`config.mk`:
```
export PLATFORM = sky130hd
export DESIGN_NAME = mem_sync_hs
export DESIGN_NICKNAME = d
export VERILOG_FILES = /design/src/rtl/mem_sync_hs.sv
export SDC_FILE = /design/constraint.sdc
export NUM_CORES = 1
export LEC_CHECK = 0
export CAP_MARGIN = 25
export CELL_PAD_IN_SITES_DETAIL_PLACEMENT = 1
export CELL_PAD_IN_SITES_GLOBAL_PLACEMENT = 2
export CORE_MARGIN = 10
export CORE_UTILIZATION = 40
export DETAILED_ROUTE_END_ITERATION = 8
export GPL_TIMING_DRIVEN = 1
export PLACE_DENSITY = 0.74
export SETUP_SLACK_MARGIN = 0.3
export SYNTH_ARGS = -nofsm -noshare
export SYNTH_HDL_FRONTEND = slang
export SYNTH_SLANG_ARGS = --single-unit
export TNS_END_PERCENT = 30
```
`constraint.sdc`:
```
create_clock -name clk -period 3.1 [get_ports clk]
set_input_delay 0.62 -clock clk [delete_from_list [all_inputs] [get_ports clk]]
set_output_delay 0.62 -clock clk [all_outputs]
set_load 0.1 [all_outputs]
```
`src/rtl/mem_sync_hs.sv`:
```
// Single-port synchronous memory with req/ready request side and o_valid/o_ready response side.
// Define MEM_PARITY_EN to store an even-parity bit per word and flag mismatches on perr.
module mem_sync_hs #(
  parameter int DATA_W = 8,
  parameter int ADDR_W = 3
) (
  input  logic              clk,
  input  logic              rst_n,
  input  logic              req,
  input  logic              RW,
  input  logic [ADDR_W-1:0] addr,
  input  logic [DATA_W-1:0] i,
  output logic              ready,
  output logic [DATA_W-1:0] o,
  output logic              o_valid,
  input  logic              o_ready,
  output logic              perr
);

  localparam int DEPTH = 2 ** ADDR_W;

  typedef enum logic {IDLE, RESP} state_t;

  state_t            state_q, state_d;
  logic [DATA_W-1:0] o_q, o_d;
  logic              perr_q, perr_d;
  logic [DATA_W-1:0] mem_q [DEPTH];
  logic [DATA_W-1:0] rd_word;
  logic              rd_perr;
  logic              accept, wr_en, rd_en;

  assign o_valid = (state_q == RESP);
  assign ready   = !o_valid || o_ready;
  assign accept  = req && ready;
  assign wr_en   = accept && !RW;
  assign rd_en   = accept && RW;
  assign rd_word = mem_q[addr];
  assign o       = o_q;
  assign perr    = perr_q;

  // Each word is its own register so reset can clear the whole array at once.
  for (genvar gi = 0; gi < DEPTH; gi++) begin : g_word
    always_ff @(posedge clk or negedge rst_n) begin
      if (!rst_n) begin
        mem_q[gi] <= '0;
      end else if (wr_en && (addr == ADDR_W'(gi))) begin
        mem_q[gi] <= i;
      end
    end
  end

`ifdef MEM_PARITY_EN
  logic par_q [DEPTH];

  for (genvar gi = 0; gi < DEPTH; gi++) begin : g_par
    always_ff @(posedge clk or negedge rst_n) begin
      if (!rst_n) begin
        par_q[gi] <= 1'b0;
      end else if (wr_en && (addr == ADDR_W'(gi))) begin
        par_q[gi] <= ^i;
      end
    end
  end

  assign rd_perr = (^rd_word) != par_q[addr];
`else
  assign rd_perr = 1'b0;
`endif

  always_ff @(posedge clk or negedge rst_n) begin
    if (!rst_n) begin
      state_q <= IDLE;
      o_q     <= '0;
      perr_q  <= 1'b0;
    end else begin
      state_q <= state_d;
      o_q     <= o_d;
      perr_q  <= perr_d;
    end
  end

  // o holds its last value after a handshake; perr drops together with o_valid.
  always_comb begin
    state_d = state_q;
    o_d     = o_q;
    perr_d  = perr_q;
    case (state_q)
      IDLE: begin
        if (rd_en) begin
          state_d = RESP;
          o_d     = rd_word;
          perr_d  = rd_perr;
        end
      end
      RESP: begin
        if (o_ready) begin
          if (rd_en) begin
            o_d    = rd_word;
            perr_d = rd_perr;
          end else begin
            state_d = IDLE;
            perr_d  = 1'b0;
          end
        end
      end
      default: begin
        state_d = IDLE;
        perr_d  = 1'b0;
      end
    endcase
  end

endmodule

```
* Yosys cells after proc, flatten, opt, wreduce, memory -nomap -nowiden
Index checks and enable logic that the tools add are counted.
** Word-level totals
- Register bits :: 74
- Latch bits :: 0
- Bits in writable memories :: 0
- Bits in read-only memories :: 0
- Input port bits :: 16
- Output and inout port bits :: 11
- Word-level logic and storage cells :: 51
- Memories :: 0
** Operators by class
- Add/subtract/negate cells :: 0
- Multiply operators :: 0
- Div/mod/pow operators :: 0
- Order comparisons :: 1
- Equality and inequality tests :: 9
- Shift operators :: 0
- Muxes and demuxes :: 12
- Bitwise logic cells :: 2
- Reductions and logical operators :: 16
** Operators with widths (count)
- two-way mux 8 bit :: 4
- binary-select mux 8 bit (select 3 bit) :: 1
- case mux 8 bit (2 select lines) :: 1
- equality test 3 bit, second input constant :: 4
- logical AND 1 bit :: 11
- equality test 3 x 2 -> 1 bit, second input constant :: 2
- >= comparator 4 bit, second input constant :: 1
- two-way mux 1 bit :: 4
- != test 2 bit, second input constant :: 2
- NOT 3 -> 4 bit :: 1
- case mux 1 bit (2 select lines) :: 2
- equality test 3 x 1 -> 1 bit, second input constant :: 1
- logical NOT 3 bit :: 1
- logical NOT 1 bit :: 2
- AND reduction 2 bit :: 1
- logical OR 1 bit :: 1
- NOT 1 bit :: 1

* Logic depth before layout (Yosys ltp)
Gate-level depths: netlist of run 1.
- Depth after elaboration :: 7
- Gate-level depth with buffers :: 7
- Gate-level depth less buffers :: 4

* Least setup slack after synthesis of run 1
No wires, ideal clock.
- Kind :: flip-flop to flip-flop
- From :: register state_q (netlist: o_valid)
- To :: register mem_q[56] (netlist name)
- Library setup time :: 0.125 ns
- Arrival time :: 2.307 ns
- Data required time :: 2.975 ns
- Setup slack :: 0.669 ns
- Stages on the path, launching flop included :: 6
- Path buffers :: 1
- Period minus slack after synthesis :: 2.431 ns
- Cells stage by stage :: dfrtp_1 > nand2b_4 > and4bb_1 > clkbuf_4 > nand2_2 > mux2_2
** On the way
- Cells in the longest elaborated chain, start to end :: 5
** RTL lines
- start: declaration :: RTL line 24 : state_t state_q, state_d;
- start signal: assignment :: RTL line 76 : state_q <= state_d;
- logical NOT 1 bit :: RTL line 33 : assign ready = !o_valid || o_ready;
- logical OR 1 bit :: RTL line 33
- net ready :: RTL line 13 : output logic ready,
- logical AND 1 bit :: RTL line 34 : assign accept = req && ready;
- logical AND 1 bit :: RTL line 35 : assign wr_en = accept && !RW;
- logical AND 1 bit :: RTL line 46 : end else if (wr_en && (addr == ADDR_W'(gi))) begin
- end signal: indexed assignment :: RTL line 47 : mem_q[gi] <= i;
- end: declaration :: RTL line 27 : logic [DATA_W-1:0] mem_q [DEPTH];
The timed path passes the listed nets, and every way through them passes these cells.
A chain may end at the register's enable or synchronous reset.

* Worst setup path after layout of run 1
- From :: input o_ready
- To :: output ready
** On the way
- Cells in the longest elaborated chain, start to end :: 1
** RTL lines
- start: declaration :: RTL line 16 : input logic o_ready,
- logical OR 1 bit :: RTL line 33
- end: declaration :: RTL line 13
Every way passes these cells.

==> results of run 1 <==
worst paths after layout:
| path | endpoint | cells past startpoint |
|---|---|---|
| max in group asynchronous | o[4] | 2 |
| max reg2reg | mem_q[13] | 4 |
| max | ready | 3 |
| min in group clk | o[3] | 2 |
| min reg2reg | o[3] | 2 |
| min | mem_q[39] | 1 |
kinds of logic (layout without fill, tap and decap cells):
group           after synthesis  in the layout  share of synthesized area
flops                        73             73                      0.541
mux                          89             89                      0.314
compound gates               23             23                     0.0423
other cells                   1              1                    0.00111
simple gates                 28             28                     0.0712
buf+inv                      12             46                     0.0297
cells in the mapped netlist (all sizes together) (3+ instances only):
library cell and number:
mux4 7, o21ai 13, mux2 66, clkbuf 3, dfrtp 73, nor3b 3, nor2 3, buf 9
mux2i 16, a22oi 6, nand2 11
cell type report:
cell class / count / share of cell area
sequential: 73 / 0.475
timing repair buffer: 32 / 0.0761
clock inverter: 4 / 0.00585
clock buffer: 10 / 0.0332
tap: 105 / 0.0341
multi-input combinational: 141 / 0.376
stage by stage:
| step | setup WS (ns) | power (mW) | cells |
|---|---|---|---|
| finish | 0.955 | 2.61 | 365 |
| global route | 0.901 | 2.76 | 365 |
| CTS | 0.950 | 2.64 | 365 |
| detailed placement | 0.600 | 2.02 | 351 |
| global placement | 0.625 | 2.00 | 351 |
| floorplan | 0.669 | 1.82 | 226 |
registers in the layout (all words and copies together) (netlist names):
signal and cells:
mem_q 64, o 8, o_valid 1
where the power goes:
group / internal (mW) / switching [mW] / total, mW / leakage, nW
combinational: 0.305 / 0.399 / 0.703 / 0.750
clock: 0.277 / 0.342 / 0.620 / 0.0778
sequential: 1.18 / 0.110 / 1.29 / 0.903
total: 1.76 / 0.851 / 2.61 / 1.73
cells in the final DEF, fill, tap and decap left out:
cell / instances
nand2b_4: 1
buf_12: 2
nand2_2: 1
nor3b_1: 1
mux2_2: 65
mux2_1: 1
and2_0: 1
a22o_1: 1
clkinvlp_4: 1
a22oi_1: 6
buf_2: 2
buf_4: 15
mux4_2: 7
nor2_1: 2
dfrtp_1: 73
clkbuf_8: 9
clkinv_2: 3
o21ai_1: 1
o22ai_1: 1
nand2_1: 10
nor2_2: 1
clkdlybuf4s50_1: 13
nand3b_4: 2
nand3_4: 1
conb_1: 1
nand3_1: 1
a2111oi_0: 2
nor3b_4: 2
nand4b_4: 1
nand2b_1: 1
mux2i_1: 16
o21ai_0: 12
nor2b_1: 2
clkbuf_1: 1
and4bb_1: 1
routing by layer:
| metal | vias to the layer above | global-route usage | share of wire |
|---|---|---|---|
| met3 | 10 | 0.0381 | 0.040 |
| met5 | - | 0 | 0 |
| li1 | 891 | - | - |
| met4 | 0 | 0.0411 | 0.013 |
| met2 | 30 | 0.197 | 0.47 |
| met1 | 1005 | 0.165 | 0.48 |
critical path: stages:
cell,delay [ns]
clkdlybuf4s50_1,0.46
nand2b_4,0.15
buf_4,0.30
==> flow_summary_export.csv, run 1 <==
group,metric,value,unit
detailed_routing,vias,1936,
sta,fmaxAchievable,466,MHz
flow_run,cap_violations,0,
cells_and_area,stdcell_area,0.00385,mm^2
floorplan,rows,33,
power,peakVddDrop,0.220,mV
sta,finalHoldViolations,0,
synth,synthesis.nets,242,
floorplan,die_y,112,um
synth,async_reset_ff_frac,1.00,
place,place.gp.congestion,0.747,
synth,synthesis.area,0.00337,mm^2
sta,setup_tns,0,ns
power,power.density,679,mW/mm^2
floorplan,initial_utilization,0.411,
cells_and_area,multi_input_area,0.00145,mm^2
detailed_routing,wl,7.71,mm
clocking,postCtsHoldBufs,0,
cells_and_area,post-route-util,0.468,
sta,fin_crit_sh,0.692,
grt,first_global_vias,2136,
grt,grt_max_degree,43,
cells_and_area,register_area,0.00183,mm^2
detailed_routing,drtIter0Drc,50,
sta,slew_violations,0,
sta,clock_skew,0.0117,ns
power,leakage,1.73,nW
sta,worst_slew_pin_slew,0.753,ns
sta,hold_ws,0.343,ns
clocking,cts_max_level,3,
worst_setup_path,arrival,1.52,ns
grt,antenna_found_initial,0,
cells_and_area,syn_to_final_growth,14.1,%
clocking,cts_root_buf,"clkbuf_8",
worst_hold_path,min_path_type,"in2async",
cells_and_area,diodes,0,
clocking,cts_resized,0,
sta,setup_viol,0,
place,port_buffers,25,
floorplan,dieArea,0.0125,mm^2
outcome,outcome,"finished clean",
synth,synth.area.top_cells,"dfrtp_1 (54%), mux2_2 (22%), mux2i_1 (4.7%)",
clocking,cts_tree,"done",
cells_and_area,drive_above_1_share,0.435,
synth,yosysWarnings,0,
detailed_routing,ant_nets,0,
clocking,postCtsSetupBuffers,0,
worst_setup_path,start_kind,"primary input",
cells_and_area,nets,273,
clocking,ctsLongestPathBuffers,2,
detailed_routing,drt-wirelength-per-cell,21.1,um
floorplan,core,0.00822,mm^2
clocking,cts_buffers,9,
clocking,clk_latency,0.35,ns
grt,grt_pass1_wl,12.4,mm
synth,synth_cells,226,
place,placed_area,0.00370,mm^2
synth,synth_cell_type_count,33,
synth,yosysSeqAreaShare,0.541,
floorplan,die_w,112,um
grt,grt_overflow,0,
clocking,cts_sinks,73,
synth,syn_avg_cell_area,14.9,um^2
worst_setup_path,critPathLaunch,"o_ready",
synth,yosysTopAreaCellShare,0.541,
synth,yosysTopAreaCell,"dfrtp_1",
worst_setup_path,reg2reg_slack,1.33,ns
detailed_routing,drc_errors,0,
synth,postSynthRegisterBits,73,
detailed_routing,firstDrtPassIters,4,
clocking,clk_pin_slew_worst_paths,0.07,ns
synth,synth_edf_count,0,
detailed_routing,via_per_inst,5.30,
cells_and_area,fillers,849,
place,dpl.hpwl,5.08,mm
sta,rsz0062_at_grt,"false",
sta,slew_headroom,0.498,
synth,synth_ff_type,"dfrtp_1",
worst_setup_path,crit_fanout,5,
sta,min_period,2.14,ns
worst_setup_path,end_kind,"output port",
floorplan,io_pins,27,
worst_setup_path,critical_path_class,"in2out",
worst_setup_path,crit_required,2.48,ns
grt,track_usage,0.127,
worst_setup_path,worstReg2RegStart,"o_valid",
Note: power is estimated with default switching activity, not from simulation.
==> run 2: changes to the inputs <==
clock period = 2.2 ns   (was 3.1 ns; I/O delays follow)
==> run 2 against run 1 <==
  * Power rose by 42%
  * Clock skew rose by 0.0018 ns
  * Combinational power rose by 42%
  * Worst hold slack worse by 0.27 ns
  * Flip-flop and latch count unchanged
  * Sequential power up 42%
  * Global-route usage grew 0.26 points
  * Die area did not move
  * Critical path type is now in2reg
  * Largest cell class unchanged
==> flow_summary_export.csv, run 2 (synthesis results as in run 1) <==
group,metric,value,unit
worst_setup_path,start_kind,"primary input",
worst_setup_path,end_kind,"flip-flop",
detailed_routing,via_per_inst,5.28,
detailed_routing,ant_nets,0,
worst_setup_path,path_cells,"clkdlybuf4s50_1 -> and4bb_1 -> buf_4 -> nand3b_4 -> mux2_1",
clocking,clk_latency,0.34,ns
power,power.density,933,mW/mm^2
place,dpl.hpwl,5.58,mm
cells_and_area,largest_reg_flops,64,
floorplan,die_w,112,um
cells_and_area,layout_common_cells,"dfrtp_1 (72), mux2_2 (65), buf_4 (28)",
sta,setup_viol,0,
cells_and_area,drive_above_1_share,0.462,
worst_setup_path,crit_family,"buffers and inverters",
sta,slew_violations,0,
worst_setup_path,crit_fanout,8,
grt,grt_pass1_wl,12.8,mm
floorplan,core,0.00822,mm^2
worst_setup_path,worstReg2RegStart,"o_valid",
grt,grt_overflow,0,
grt,gr-usage-met2,0.201,
place,place.gp.congestion,0.764,
power,leakage,1.81,nW
cells_and_area,diodes,0,
detailed_routing,drtIter0Drc,41,
flow_run,cap_violations,0,
detailed_routing,vias,2006,
clocking,cts_max_level,3,
worst_setup_path,crit_required,2.43,ns
worst_setup_path,critPathSlowestCell,"clkdlybuf4s50_1",
sta,clock_skew,0.0135,ns
grt,track_usage,0.130,
worst_setup_path,timing.critical_path.buf_inv,2,
grt,grt_util_met1,0.172,
clocking,cts_resized,0,
cells_and_area,top_register,"mem_q",
grt,grt.met3_usage,0.0290,
clocking,postCtsHoldBufs,0,
grt,top_usage_layer,"met2",
clocking,cts_sinks,73,
grt,grt_max_degree,32,
clocking,ctsLongestPathBuffers,2,
clocking,cts_buffers,9,
floorplan,io_pins,27,
sta,finalHoldViolations,0,
worst_setup_path,critPathLaunch,"addr[2]",
clocking,postCtsSetupBuffers,0,
detailed_routing,firstDrtPassIters,4,
sta,fin_crit_sh,0.825,
cells_and_area,fillers,846,
outcome,outcome,"finished clean",
sta,worst_slew_pin_slew,0.547,ns
clocking,cts_root_buf,"clkbuf_8",
sta,fmaxAchievable,551,MHz
power,peakVddDrop,0.446,mV
sta,min_period,1.81,ns
grt,first_global_vias,2283,
detailed_routing,drt-wirelength-per-cell,20.4,um
clocking,clk_pin_slew_worst_paths,0.08,ns
clocking,cts_tree,"done",
sta,setup_tns,0,ns
floorplan,initial_utilization,0.411,
worst_setup_path,cp_slowest_stage_delay,0.53,ns
cells_and_area,syn_to_final_growth,17.9,%
grt,antenna_found_initial,0,
floorplan,die_y,112,um
place,port_buffers,25,
place,placed_area,0.00382,mm^2
worst_setup_path,arrival,2.04,ns
sta,rsz0062_at_grt,"false",
sta,slew_headroom,0.636,
floorplan,rows,33,
detailed_routing,drc_errors,0,
worst_setup_path,critical_path_class,"in2reg",
worst_hold_path,min_path_type,"in2async",
cells_and_area,stdcell_area,0.00398,mm^2
detailed_routing,wl,7.76,mm
cells_and_area,final_common_cell,"dfrtp_1",
cells_and_area,nets,287,
floorplan,dieArea,0.0125,mm^2
## run 2: cell count changes in the layout (fill, tap and decap cells not counted), sizes merged
cell / previous run / this run
clkinvlp: 1 / 0
clkbuf: 10 / 12
buf: 19 / 33
## run 2: power by group
group / internal (mW) / switching, mW / total [mW] / leakage (nW)
logic: 0.443 / 0.561 / 1.00 / 0.829
registers: 1.67 / 0.167 / 1.83 / 0.902
clock network: 0.403 / 0.472 / 0.875 / 0.0802
total: 2.51 / 1.20 / 3.71 / 1.81
## run 2: area by class of cell
type,count,area [um^2],area share
Clock buffer,12,135,0.0340
Clock inverter,3,18.8,0.00472
Multi-Input combinational cell,141,1450,0.365
Sequential cell,73,1830,0.460
Tap cell,105,131,0.0330
Timing Repair Buffer,46,410,0.103
## run 2: worst paths after layout
path / to / slack (ns) / cells past startpoint
setup / recovery: mem_q[47] / 0.39 / 5
hold / removal: mem_q[58] / 0.07 / 1
setup reg to reg: mem_q[47] / 0.51 / 5
hold reg to reg: o[7] / 0.49 / 2
max in group asynchronous: mem_q[7] / 1.49 / 2
min in group clk: o[7] / 0.49 / 2
## run 2: per-stage QoR
stage	setup slack (ns)	util	hold WS, ns	std cells	total power [mW]
after global placement	0.0723	0.466	0.463	365	2.83
after floorplan	0.209	-	0.144	226	2.57
after global routing	0.318	0.484	0.0935	380	3.92
final	0.385	0.484	0.0721	380	3.71
after detailed placement	0.0377	0.466	0.471	365	2.88
after CTS	0.404	0.484	0.0995	380	3.76
## run 2: worst reg2reg max path, cell delays in order, from the launching register on
cell      delay [ns]
dfrtp_4         0.49
nand2b_4        0.12
and4bb_1        0.21
buf_4           0.18
nand3b_4        0.20
mux2_1          0.37
## run 2: routing by layer
layer  up-vias  routed length [um]  part of all wire
met4         0                 142             0.018
li1        922                   -                 -
met3        14                 231             0.030
met2        29                3610              0.47
met1      1041                3770              0.49
met5         -                   0                 0
==> run 3: changes to the inputs <==
CORE_UTILIZATION = 38   (was 40)
clock period = 1.5 ns   (was 2.2 ns; I/O delays follow)
==> run 3 against run 2 <==
  * The run now ends with setup timing left
  * Die area increased by 4.3%
  * Worst hold slack improved by 0.31 ns
  * Sequential power increased by 49%
  * Largest power group unchanged
  * Via count increased by 5.6%
  * Largest cell class unchanged
  * Critical path type unchanged
  * Critical endpoint is now mem_q[21]
==> flow_summary_export.csv, run 3 (synthesis results as in run 1) <==
group,metric,value,unit
power,leakage,2.06,nW
worst_setup_path,reg2reg_slack,-0.17,ns
grt,grt_pass1_wl,13.3,mm
worst_setup_path,worstSetupEndpoint,"mem_q[21]",
sta,hold_ws,0.378,ns
place,dp.cells,381,
worst_setup_path,cp_slowest_stage_delay,0.60,ns
grt,track_usage,0.132,
worst_setup_path,crit_required,1.73,ns
sta,fmaxAchievable,599,MHz
floorplan,rows,34,
clocking,cts_tree,"done",
floorplan,io_pins,27,
clocking,ctsLongestPathBuffers,2,
cells_and_area,syn_to_final_growth,35.0,%
detailed_routing,ant_nets,0,
cells_and_area,nets,306,
sta,worst_slack,-0.168,ns
power,finalPower,6.03,mW
grt,antenna_found_initial,0,
cells_and_area,diodes,0,
detailed_routing,firstDrtPassIters,4,
cells_and_area,largest_reg_flops,64,
cells_and_area,fillers,865,
worst_setup_path,worstReg2RegStart,"o_valid",
clocking,clk_latency,0.35,ns
worst_setup_path,worstRegToRegCells,5,
floorplan,die_w,114,um
cells_and_area,final_common_cell,"dfrtp_1",
worst_setup_path,r2r-end,"mem_q[21]",
sta,slew_violations,0,
sta,min_period,1.67,ns
sta,fin_crit_sh,1.11,
detailed_routing,drt-wirelength-per-cell,20.3,um
worst_hold_path,min_path_type,"in2async",
clocking,cts_buffers,9,
floorplan,dieArea,0.0130,mm^2
place,dpl.hpwl,5.71,mm
flow_run,cap_violations,0,
outcome,outcome,"finished with violations",
place,port_buffers,25,
detailed_routing,via_per_inst,5.27,
worst_setup_path,end_kind,"flip-flop",
cells_and_area,layout_common_cells,"dfrtp_1 (72), mux2_2 (46), mux2_4 (20), buf_4 (20), buf_12 (18)",
power,peakVddDrop,0.459,mV
sta,rsz0062_at_grt,"true",
clocking,cts_sinks,73,
sta,finalHoldViolations,0,
clocking,cts_root_buf,"clkbuf_8",
power,power.density,1320,mW/mm^2
floorplan,core,0.00868,mm^2
worst_setup_path,timing.critical_path.buf_inv,2,
place,place.gp.congestion,0.742,
worst_setup_path,crit_family,"buffers and inverters",
floorplan,initial_utilization,0.389,
grt,grt_max_degree,44,
detailed_routing,vias,2119,
worst_setup_path,path_cells,"clkdlybuf4s50_1 -> nand4b_4 -> nor3b_4 -> buf_6 -> mux2_4",
worst_setup_path,arrival,1.90,ns
worst_setup_path,start_kind,"primary input",
worst_setup_path,crit_fanout,5,
detailed_routing,drc_errors,0,
cells_and_area,top_register,"mem_q",
detailed_routing,drtIter0Drc,62,
clocking,cts_max_level,3,
cells_and_area,final_cells,402,
worst_setup_path,crit_cells,5,
outcome,violations,"setup timing",
worst_setup_path,critical_path_class,"in2reg",
grt,first_global_vias,2398,
worst_setup_path,critPathLaunch,"req",
grt,grt_overflow,0,
sta,setup_viol,65,
worst_setup_path,critPathSlowestCell,"clkdlybuf4s50_1",
detailed_routing,wl,8.17,mm
floorplan,die_y,114,um
place,post-place-ws,-0.533,ns
cells_and_area,drive_above_1_share,0.544,
clocking,clk_pin_slew_worst_paths,0.09,ns
sta,clock_skew,0.0159,ns
## run 3: changes by cell type in the layout (fill, tap and decap cells not counted), moves of 6 or more
cell / before / now
o21ai_0: 12 / 6
buf_4: 28 / 20
buf_6: 0 / 10
mux2_4: 0 / 20
mux2_2: 65 / 46
buf_12: 3 / 18
## run 3: per-stage QoR
stage | cell area [um^2] | utilization | TNS, ns
after CTS | 4420 | 0.510 | -5.47
after global routing | 4560 | 0.525 | -9.49
after global placement | 4120 | 0.475 | -31.75
after detailed placement | 4120 | 0.475 | -32.81
final | 4560 | 0.525 | -6.64
after floorplan | 3400 | - | -28.89
## run 3: routing by layer
metal  track usage  share of wire  vias to the layer above
li1              -              -                      971
met1         0.170           0.47                     1105
met2         0.210           0.48                       35
met3        0.0309          0.033                        8
met4        0.0476          0.013                        0
met5             0              0                        -
## run 3: power by group
part           internal, mW  switching [mW]  total [mW]
Sequential             2.44           0.289        2.73
Clock                 0.760           0.728        1.49
Combinational         0.939           0.868        1.81
## run 3: area by class of cell
cell class / count / area [um^2] / area share
multi-input combinational: 141 / 1620 / 0.356
timing repair buffer: 65 / 786 / 0.172
sequential: 73 / 1830 / 0.402
clock inverter: 5 / 57.6 / 0.0126
tap: 108 / 135 / 0.0297
clock buffer: 10 / 128 / 0.0280
## run 3: worst register-to-register path, delay by kind of cell (launching register included)
family	cells	cell delay, ns
DFF	1	0.49
muxes	1	0.31
buffers and inverters	1	0.19
and+or+nand+nor	3	0.58
## run 3: worst min-delay path by stage
stage                     cells past startpoint   from         to  slack (ns)
final                                         2  rst_n  mem_q[15]        0.38
after global routing                          2  rst_n  mem_q[15]        0.42
after CTS                                     2  rst_n  mem_q[15]        0.38
after detailed placement                      1  rst_n   mem_q[7]        0.24
after global placement                        1  rst_n   mem_q[7]        0.23
after floorplan                               0  rst_n   mem_q[0]       0.004
## run 3: timing repair
item	CTS	global route
setup buffers	2	3
pin swaps	2	4
endpoints found under the hold margin	11	0
hold buffers	1	0
setup endpoints to repair	82	83
resized for setup	30	28
